[config.mk]
export PLATFORM = sky130hd
export DESIGN_NAME = if_fetch_stage
export DESIGN_NICKNAME = d
export VERILOG_FILES = /design/src/rtl/if_fetch_stage_pkg.sv /design/src/rtl/if_fetch_stage_if_id_reg.sv /design/src/rtl/if_fetch_stage.sv
export SDC_FILE = /design/constraint.sdc
export NUM_CORES = 1
export LEC_CHECK = 0
export ABC_AREA = 1
export BUFFER_PORTS_ARGS = -buffer_cell sky130_fd_sc_hd__buf_4
export CORE_MARGIN = 2
export CORE_UTILIZATION = 33
export CTS_CLUSTER_SIZE = 28
export DETAILED_ROUTE_END_ITERATION = 8
export GPL_TIMING_DRIVEN = 0
export SKIP_CTS_REPAIR_TIMING = 1
export SLEW_MARGIN = 30
export SYNTH_ARGS = -nofsm -noshare
export SYNTH_HDL_FRONTEND = slang
export SYNTH_HIERARCHICAL = 1
export SYNTH_SLANG_ARGS = --single-unit
[constraint.sdc]
create_clock -name clk -period 3.6 [get_ports clk]
set_clock_uncertainty 0.2 [all_clocks]
set_input_delay 0.72 -clock clk [delete_from_list [all_inputs] [get_ports clk]]
set_output_delay 0.72 -clock clk [all_outputs]
set_load 0.05 [all_outputs]
[src/rtl/if_fetch_stage_pkg.sv]
// Shared definitions for the IF stage: FSM encoding, reset PC, NOP word and the fetch payload.
package if_fetch_stage_pkg;

  localparam int unsigned XLEN = 32;
  localparam int unsigned ST_W = 2;

  localparam logic [ST_W-1:0] ST_ISSUE = 2'b00;
  localparam logic [ST_W-1:0] ST_WAIT  = 2'b01;
  localparam logic [ST_W-1:0] ST_HOLD  = 2'b10;

  localparam logic [XLEN-1:0] RESET_PC_DEF  = 32'h0000_3000;
  localparam logic [XLEN-1:0] NOP_INSTR_DEF = 32'h0000_0000;

  // PC and instruction word handed from IF to ID
  typedef struct packed {
    logic [XLEN-1:0] pc;
    logic [XLEN-1:0] instr;
  } fetch_pkt_t;

  // Clear the byte offset so every fetch is word aligned
  function automatic logic [XLEN-1:0] word_align(input logic [XLEN-1:0] a);
    return a & ~XLEN'(32'd3);
  endfunction

endpackage

[src/rtl/if_fetch_stage_if_id_reg.sv]
// IF/ID pipeline register: load on fire, bubble on flush or idle, hold on stall.
module if_id_reg
  import if_fetch_stage_pkg::*;
#(
  parameter logic [XLEN-1:0] NOP_INSTR = NOP_INSTR_DEF
) (
  input  logic            clk,
  input  logic            rst_n,
  input  logic            i_load,
  input  logic            i_flush,
  input  logic            i_stall,
  input  fetch_pkt_t      i_pkt,
  output logic [XLEN-1:0] o_pc,
  output logic [XLEN-1:0] o_instr,
  output logic            o_valid
);

  logic [XLEN-1:0] r_pc;
  logic [XLEN-1:0] r_instr;
  logic            r_valid;

  // Load has priority; a flush or a non-stalled idle cycle inserts a bubble
  always_ff @(posedge clk or negedge rst_n) begin
    if (!rst_n) begin
      r_pc    <= '0;
      r_instr <= NOP_INSTR;
      r_valid <= 1'b0;
    end else if (i_load) begin
      r_pc    <= i_pkt.pc;
      r_instr <= i_pkt.instr;
      r_valid <= 1'b1;
    end else if (i_flush || !i_stall) begin
      r_instr <= NOP_INSTR;
      r_valid <= 1'b0;
    end
  end

  assign o_pc    = r_pc;
  assign o_instr = r_instr;
  assign o_valid = r_valid;

endmodule

[src/rtl/if_fetch_stage.sv]
// Fetch stage: PC register, one-outstanding imem fetch FSM and IF/ID register.
// Optional build macro IF_PERF_CNT_EN adds wait-cycle and flush counters.
module if_fetch_stage
  import if_fetch_stage_pkg::*;
#(
  parameter logic [XLEN-1:0] RESET_PC  = RESET_PC_DEF,
  parameter logic [XLEN-1:0] NOP_INSTR = NOP_INSTR_DEF
) (
  input  logic            clk,
  input  logic            rst_n,
  input  logic [XLEN-1:0] new_pc,
  input  logic            flush,
  input  logic            stall,
  output logic [XLEN-1:0] pc_if,
  output logic            imem_req,
  output logic [XLEN-1:0] imem_addr,
  input  logic            imem_rvalid,
  input  logic [XLEN-1:0] imem_rdata,
  output logic [XLEN-1:0] pc_id,
  output logic [XLEN-1:0] instr_id,
  output logic            valid_id,
  output logic            fetch_busy
`ifdef IF_PERF_CNT_EN
  ,
  output logic [31:0]     perf_wait_cycles,
  output logic [31:0]     perf_flushes
`endif
);

  logic [ST_W-1:0] r_state;
  logic [ST_W-1:0] w_state_nxt;
  logic [XLEN-1:0] r_pc;
  logic [XLEN-1:0] w_pc_nxt;
  logic [XLEN-1:0] r_hold;
  logic [XLEN-1:0] w_hold_nxt;
  logic [XLEN-1:0] w_word;
  logic            r_kill;
  logic            w_kill_nxt;
  logic            w_fire;
  logic            w_flush_ok;
  fetch_pkt_t      w_pkt;

  // A flush raised under stall is not honoured
  assign w_flush_ok = flush & ~stall;

  // Fetch state, PC, kill flag and hold buffer
  always_ff @(posedge clk or negedge rst_n) begin
    if (!rst_n) begin
      r_state <= ST_ISSUE;
      r_pc    <= word_align(RESET_PC);
      r_kill  <= 1'b0;
      r_hold  <= '0;
    end else begin
      r_state <= w_state_nxt;
      r_pc    <= w_pc_nxt;
      r_kill  <= w_kill_nxt;
      r_hold  <= w_hold_nxt;
    end
  end

  // Next-state decode; kill marks an in-flight response that must be dropped
  always_comb begin
    w_state_nxt = r_state;
    w_pc_nxt    = r_pc;
    w_kill_nxt  = r_kill;
    w_hold_nxt  = r_hold;
    w_fire      = 1'b0;
    w_word      = r_hold;
    unique case (r_state)
      ST_ISSUE: begin
        w_state_nxt = ST_WAIT;
        if (w_flush_ok) w_kill_nxt = 1'b1;
      end
      ST_WAIT: begin
        if (imem_rvalid) begin
          if (r_kill) begin
            w_kill_nxt  = 1'b0;
            w_state_nxt = ST_ISSUE;
          end else if (w_flush_ok) begin
            w_state_nxt = ST_ISSUE;
          end else if (!stall) begin
            w_fire      = 1'b1;
            w_word      = imem_rdata;
            w_state_nxt = ST_ISSUE;
          end else begin
            w_hold_nxt  = imem_rdata;
            w_state_nxt = ST_HOLD;
          end
        end else if (w_flush_ok) begin
          w_kill_nxt = 1'b1;
        end
      end
      ST_HOLD: begin
        if (!stall) begin
          w_fire      = !w_flush_ok;
          w_state_nxt = ST_ISSUE;
        end
      end
      default: w_state_nxt = ST_ISSUE;
    endcase
    if (w_fire || w_flush_ok) w_pc_nxt = word_align(new_pc);
  end

  assign w_pkt = '{pc: r_pc, instr: w_word};

  // ID slot register
  if_id_reg #(
    .NOP_INSTR (NOP_INSTR)
  ) u_if_id_reg (
    .clk     (clk),
    .rst_n   (rst_n),
    .i_load  (w_fire),
    .i_flush (w_flush_ok),
    .i_stall (stall),
    .i_pkt   (w_pkt),
    .o_pc    (pc_id),
    .o_instr (instr_id),
    .o_valid (valid_id)
  );

  // Request is gated by reset so the bus stays idle while rst_n is low
  assign imem_req   = rst_n & (r_state == ST_ISSUE);
  assign imem_addr  = word_align(r_pc);
  assign pc_if      = r_pc;
  assign fetch_busy = (r_state == ST_WAIT) && !(imem_rvalid && !r_kill);

`ifdef IF_PERF_CNT_EN
  logic [31:0] r_perf_wait;
  logic [31:0] r_perf_flush;

  // Free-running wrap-around event counters
  always_ff @(posedge clk or negedge rst_n) begin
    if (!rst_n) begin
      r_perf_wait  <= '0;
      r_perf_flush <= '0;
    end else begin
      if (fetch_busy) r_perf_wait  <= r_perf_wait + 32'd1;
      if (w_flush_ok) r_perf_flush <= r_perf_flush + 32'd1;
    end
  end

  assign perf_wait_cycles = r_perf_wait;
  assign perf_flushes     = r_perf_flush;
`endif

endmodule

==> results of run 1 <==
==> metrics by stage <==
step	cell area (um^2)	util (%)	worst slack, ns	cells	power, uW
floorplan	6130	-	1.02	692	4700
global placement	7860	43.4	0.185	1113	5700
detailed placement	7890	43.6	1.27	1114	5750
CTS	8500	47.0	1.04	1146	7570
global route	8500	47.0	0.972	1146	7900
finish	8500	47.0	1.05	1146	7490
==> power by group through the flow <==
| stage | combinational (uW) | clock [uW] | sequential [uW] |
|---|---|---|---|
| finish | 3420 | 1780 | 2290 |
| global route | 3660 | 1880 | 2360 |
| CTS | 3460 | 1830 | 2290 |
| detailed placement | 3450 | 0 | 2310 |
| global placement | 3400 | 0 | 2290 |
| floorplan | 1440 | 0 | 3260 |
==> sequential cells by signal, indices dropped and copies added, names as in the netlist <==
register             flops
r_hold                  32
u_if_id_reg/o_instr     32
u_if_id_reg/o_pc        32
pc_if                   30
r_state                  2
r_kill                   1
u_if_id_reg/o_valid      1
==> logic make-up (layout without fill, tap and decap cells) <==
family / Yosys count / after routing / share of synthesized area (%)
AO/OA/AOI/OAI: 71 / 71 / 7.82
adder cells (fa/ha/maj): 3 / 3 / 0.615
buffers and inverters: 122 / 347 / 13.1
flip-flops: 130 / 130 / 53.3
other: 1 / 6 / 0.0614
AND/OR/NAND/NOR: 360 / 360 / 25.1
==> cell usage after synthesis <==
library cell / instances
nand2_1: 288
dfrtp_1: 128
buf_4: 40
inv_1: 40
nand3_1: 32
nand4_1: 32
o21ai_1: 32
o21ai_2: 32
buf_2: 16
buf_6: 15
clkbuf_8: 6
inv_2: 5
a21oi_1: 4
ha_1: 3
dfstp_2: 2
nand2_2: 2
o21ai_0: 2
a22oi_1: 1
conb_1: 1
nand3_4: 1
nand4_4: 1
nor2_1: 1
nor2_2: 1
nor2_8: 1
nor3_2: 1
==> area by class of cell <==
type	instances	area share [%]
Timing Repair Buffer	193	17.4
Multi-Input combinational cell	440	24.4
Buffer	77	7.43
Clock buffer	20	5.37
Tap cell	229	3.37
Clock inverter	12	1.84
Sequential cell	130	38.3
Inverter	45	1.99
==> worst max-delay path: cells and delay by family, from the launching register on <==
kind	cells	cell delay, ns
compound gates	1	0.18
fa+ha+maj	1	0.23
buf+inv	3	0.42
flops	1	0.37
==> layer usage <==
| metal | up-vias | routed length [um] | track usage [%] | part of all wire [%] |
|---|---|---|---|---|
| met3 | 4 | 792 | 4.65 | 4.6 |
| met1 | 2433 | 7520 | 22.7 | 44 |
| li1 | 2594 | - | - | - |
| met5 | - | 0 | 0 | 0 |
| met4 | 0 | 34 | 4.36 | 0.20 |
| met2 | 115 | 8810 | 30.4 | 51 |
==> worst min path at each step <==
| stage | cells past startpoint | slack [ns] | endpoint | from |
|---|---|---|---|---|
| floorplan | 0 | 0.22 | pc_if[10]$_DFFE_PN0P_ | rst_n |
| global placement | 2 | 0.26 | u_if_id_reg/o_pc[25]$_DFFE_PN0P_ | u_if_id_reg/o_pc[25]$_DFFE_PN0P_ |
| detailed placement | 2 | 0.26 | u_if_id_reg/o_pc[2]$_DFFE_PN0P_ | u_if_id_reg/o_pc[2]$_DFFE_PN0P_ |
| CTS | 1 | 0.005 | u_if_id_reg/o_instr[7]$_DFFE_PN0P_ | rst_n |
| global route | 1 | 0.02 | u_if_id_reg/o_instr[5]$_DFFE_PN0P_ | rst_n |
| finish | 1 | -0.003 | u_if_id_reg/o_instr[5]$_DFFE_PN0P_ | rst_n |
==> summary.md, run 1 <==
| Metric | Value |
|---|---|
| Status | finished with violations |
| Violations in the final reports | DRC, hold timing |
| Worst vdd ir | 0.432 mV |
| Chip Height | between 100 and 150 um |
| Commonest non-fill, non-tap cell in the layout | nand2_1 |
| Post-synthesis sequential area ratio | approximately 53% |
| Die area | just under 0.02 mm^2 |
| H-tree Lvls | 4 |
| GPL Wtd Cong | around 0.72 |
| Critical path fanouts, max | 4 |
| Number of I/O port buffers | 192 |
| Syn avg cell area | 8.89 um^2 |
| Clock share of power | 23.8% |
| CTS tree | yes |
| Synthesis-stage register bit count | 130 |
| Final setup viols | 0 |
| NumNets Final | 976 |
| PD cells | a little under 900 mW/mm^2 |
| Reg-to-Reg Start | r_state[0]$_DFFE_PN0P_ |
| Critical path, cell by cell | inv_1 > ha_1 > inv_2 > a21oi_1 > buf_4 |
| Vias per cell | ~4.5 |
| Crit start category | flip-flop |
| Floorplan Core Area | approximately 0.018 mm^2 |
| Layout cells sized above 1 | between 30% and 40% |
| Fmax | ~390 MHz |
| Clock buffer depth | 2 |
| Final Hold Fails | 5 |
| Fill count | 1,775 |
| Initial Util | between 30% and 40% |
| Worst EP required | 2.68 ns |
| Initial antenna violation count | 0 |
| Synthesized area | 0.00611 mm^2 |
| CTS clk-pin slew, worst paths | 0.06 ns |
| Routed vias | between 5,000 and 6,000 |
| Worst reg2reg endpoint | u_if_id_reg/o_instr[2]$_DFFE_PN0P_ |
| Mapped Cells | 687 |
| Critical Path Max Stage Delay | between 0.3 and 0.4 ns |
| Dominant cells by area after synthesis | dfrtp_1 52%, nand2_1 18%, buf_4 4.9% |
| Row count | roughly 50 |
| Max_cap viols | 0 |
| Die X | approximately 140 um |
| Crit path time final | about 2.6 ns |
| Number of global-route vias before repair | between 5,000 and 6,000 |
| I/O pins | 200 |
| Psw | approximately 3300 uW |
| Clk sinks | 130 |
| Register Area | 0.00326 mm^2 |
| Max Slew Vio Count | 0 |
| Worst Setup SP | r_state[1]$_DFFE_PN0P_ |
| CTS Buf Count | 17 |
| Worst Hold Class | input pin to async pin |
| Footprint of the multi-input gates | 0.00207 mm^2 |
| Gr ovfl total | 0 |
| Most frequent cells in the layout | 288 x nand2_1, 231 x buf_4, 128 x dfrtp_1, 40 x inv_1 |
| Pint | between 4000 and 5000 uW |
| Mean routed wirelength per cell | between 10 and 15 um |
| WP data arrival | ~1.6 ns |
| Pre-antenna DRT Iters | 9 |
| R2R depth | 11 |
| Routed wire length | 17.2 mm |
| Area share of the largest cell type after synthesis | about 52% |
| Logic pwr share | between 40% and 50% |
| Worst skew pair latency | between 0.4 and 0.5 ns |
| Diodes inserted | 0 |
| Slack of the worst reg-to-reg path | 1.45 ns |
| Area delta synth->final | 39.2% |
| CP Capture Type | output port |
| GRT Total Usage | roughly 18% |
| Largest net degree at the start of global routing | 84 |
| Post-synth top area cell | dfrtp_1 |
| Leak Pwr | 0.00474 uW |
| Post-Route Setup TNS | 0 ns |
| Clk root buf | clkbuf_16 |
| Post-route ant nets | 0 |
| Residual DRC | 5 |
| Part of the power in registers | a little over 30% |
| First-pass GRT wire length | between 20 and 30 mm |
| Yosys Warn Count | 6 |
| Final worst path period share | between 70% and 80% |
| Synth cell types | 25 |
| Post-detail-place hpwl | ~12 mm |
| Slowest-stage cell, CP | dfrtp_1 |
| Worst setup path end | fetch_busy |
| Sw Ratio | between 40% and 50% |
| Hold slack final | -0.00324 ns |
| Drt initial violations | approximately 250 |
| RSZ-0062 raised after global routing | no |
| Critical path type | flip-flop to output port |
(Power assumes the default switching activity.)
==> run 2, diff against run 1 <==
==> constraint.sdc (replaced) <==
create_clock -name clk -period 2.6 [get_ports clk]
set_clock_uncertainty 0.2 [all_clocks]
set_input_delay 0.52 -clock clk [delete_from_list [all_inputs] [get_ports clk]]
set_output_delay 0.52 -clock clk [all_outputs]
set_load 0.05 [all_outputs]
==> summary.md, run 2 (synthesized netlist as in run 1, its figures left out) <==
| Metric | Value |
|---|---|
| Status | finished with violations |
| Violations in the final reports | DRC |
| Crit path time final | between 2 and 2.5 ns |
| Final worst path period share | between 90% and 100% |
| Max Used Layer | met4 |
| Area delta synth->final | 39.8% |
| Post-detail-place hpwl | 12.1 mm |
| Most frequent cells in the layout | 288 x nand2_1, 231 x buf_4, 128 x dfrtp_1, 40 x inv_1 |
| First-pass GRT wire length | 27.3 mm |
| Worst Hold Class | input pin to flip-flop |
| CTS tree | yes |
| H-tree Lvls | 4 |
| Chip Height | roughly 140 um |
| Max Slew Vio Count | 0 |
| Number of I/O port buffers | 192 |
| GPL Wtd Cong | roughly 0.72 |
| Hold slack final | just under 0.1 ns |
| Routed wire length | about 17 mm |
| Routed vias | approximately 5,100 |
| Worst reg2reg endpoint | u_if_id_reg/o_instr[2]$_DFFE_PN0P_ |
| I/O pins | 200 |
| Footprint of the multi-input gates | just over 0.002 mm^2 |
| Fill count | between 1,500 and 2,000 |
| Die area | 0.0196 mm^2 |
| Final worst slack | 0.243 ns |
| Max_cap viols | 0 |
| Initial antenna violation count | 0 |
| Floorplan Core Area | about 0.018 mm^2 |
| Worst Setup SP | r_state[1]$_DFFE_PN0P_ |
| Critical path fanouts, max | 4 |
| Clk sinks | 130 |
| Gr ovfl total | 0 |
| CTS clk-pin slew, worst paths | around 0.050 ns |
| Slack of the worst reg-to-reg path | 0.46 ns |
| Pre-antenna DRT Iters | 8 |
| Diodes inserted | 0 |
| Clk root buf | clkbuf_16 |
| Drt initial violations | between 200 and 300 |
| RSZ-0062 raised after global routing | no |
| Met1 WL | 7.56 mm |
| CP Capture Type | output port |
| Row count | 49 |
| CTS Buf Count | 17 |
| Register Area | ~0.0033 mm^2 |
| Worst setup path end | fetch_busy |
| Post-route ant nets | 0 |
| Routed wl met2 | 8.76 mm |
| Commonest non-fill, non-tap cell in the layout | nand2_1 |
| Met3 wire length | slightly below 800 um |
| Critical path type | flip-flop to output port |
| Worst EP required | between 1.5 and 2 ns |
| Mean routed wirelength per cell | ~15 um |
| Layout cells sized above 1 | 37.9% |
| GRT Total Usage | between 10% and 20% |
| Final Hold Fails | 0 |
| Fmax | around 420 MHz |
| Worst vdd ir | 0.599 mV |
| Clock buffer depth | 2 |
| Post-route design area | 0.00854 mm^2 |
| Worst skew pair latency | a little over 0.4 ns |
| Leak Pwr | approximately 0.0048 uW |
| Reg-to-Reg Start | r_state[0]$_DFFE_PN0P_ |
| Die X | approximately 140 um |
| Placement Setup Slack | 0.479 ns |
| Residual DRC | 5 |
| Initial Util | between 30 and 40% |
| PD cells | roughly 1200 mW/mm^2 |
| NumNets Final | just under 1,000 |
| Vias per cell | roughly 4.5 |
| Cell Area, Placed | slightly below 0.008 mm^2 |
| Post-Route Setup TNS | 0 ns |
| Crit start category | flip-flop |
| R2R depth | 11 |
| Final setup viols | 0 |
| WP data arrival | ~1.6 ns |
| Largest net degree at the start of global routing | 84 |
| Number of global-route vias before repair | between 5,000 and 6,000 |
[run 2: cell types whose count changed in the layout (fill, tap and decap cells not counted)]
cell and change:
buf_16 +1, dlygate4sd3_1 +1
[run 2: worst min path at each step]
stage | startpoint | endpoint | slack, ns | depth (start not counted)
floorplan | rst_n | pc_if[10]$_DFFE_PN0P_ | 0.02 | 0
global placement | u_if_id_reg/o_pc[25]$_DFFE_PN0P_ | u_if_id_reg/o_pc[25]$_DFFE_PN0P_ | 0.26 | 2
detailed placement | rst_n | u_if_id_reg/o_instr[5]$_DFFE_PN0P_ | 0.25 | 1
CTS | rst_n | u_if_id_reg/o_instr[7]$_DFFE_PN0P_ | -0.19 | 1
global route | new_pc[17] | pc_if[17]$_DFFE_PN0P_ | 0.08 | 3
finish | new_pc[3] | pc_if[3]$_DFFE_PN0P_ | 0.1 | 3
[run 2: report_power, final]
group	total, uW	switching [uW]	internal [uW]
clock	2470	909	1560
combinational	4740	3190	1550
sequential	3170	457	2710
total	10400	4550	5820
[run 2: layout make-up]
class                   instances  share of cell area (%)
multi-input cells             440                    24.2
well taps                     229                    3.35
clock inverters                12                    1.83
clock buffers                  20                    5.35
plain buffers                  77                    7.40
repair buffers                195                    17.7
inverters                      45                    1.98
flip-flops and latches        130                    38.1
[run 2: per-stage QoR]
step	instances	utilization (%)	power, uW
6_report	1148	47.2	10400
5_1_grt	1148	47.2	10900
4_1_cts	1146	47.0	10500
3_5_place_dp	1114	43.6	7970
3_3_place_gp	1113	43.4	7890
2_1_floorplan	692	-	6510
[run 2: worst max-delay path, stage by stage, from the launching register on]
cell and delay, ns:
dfrtp_1 0.37, inv_1 0.10, ha_1 0.23, inv_2 0.10, a21oi_1 0.18, buf_4 0.23
[run 2: layer usage]
metal	track usage, %	vias up
li1	-	2601
met1	22.7	2424
met2	30.4	110
met3	4.65	8
met4	4.36	0
met5	0	-
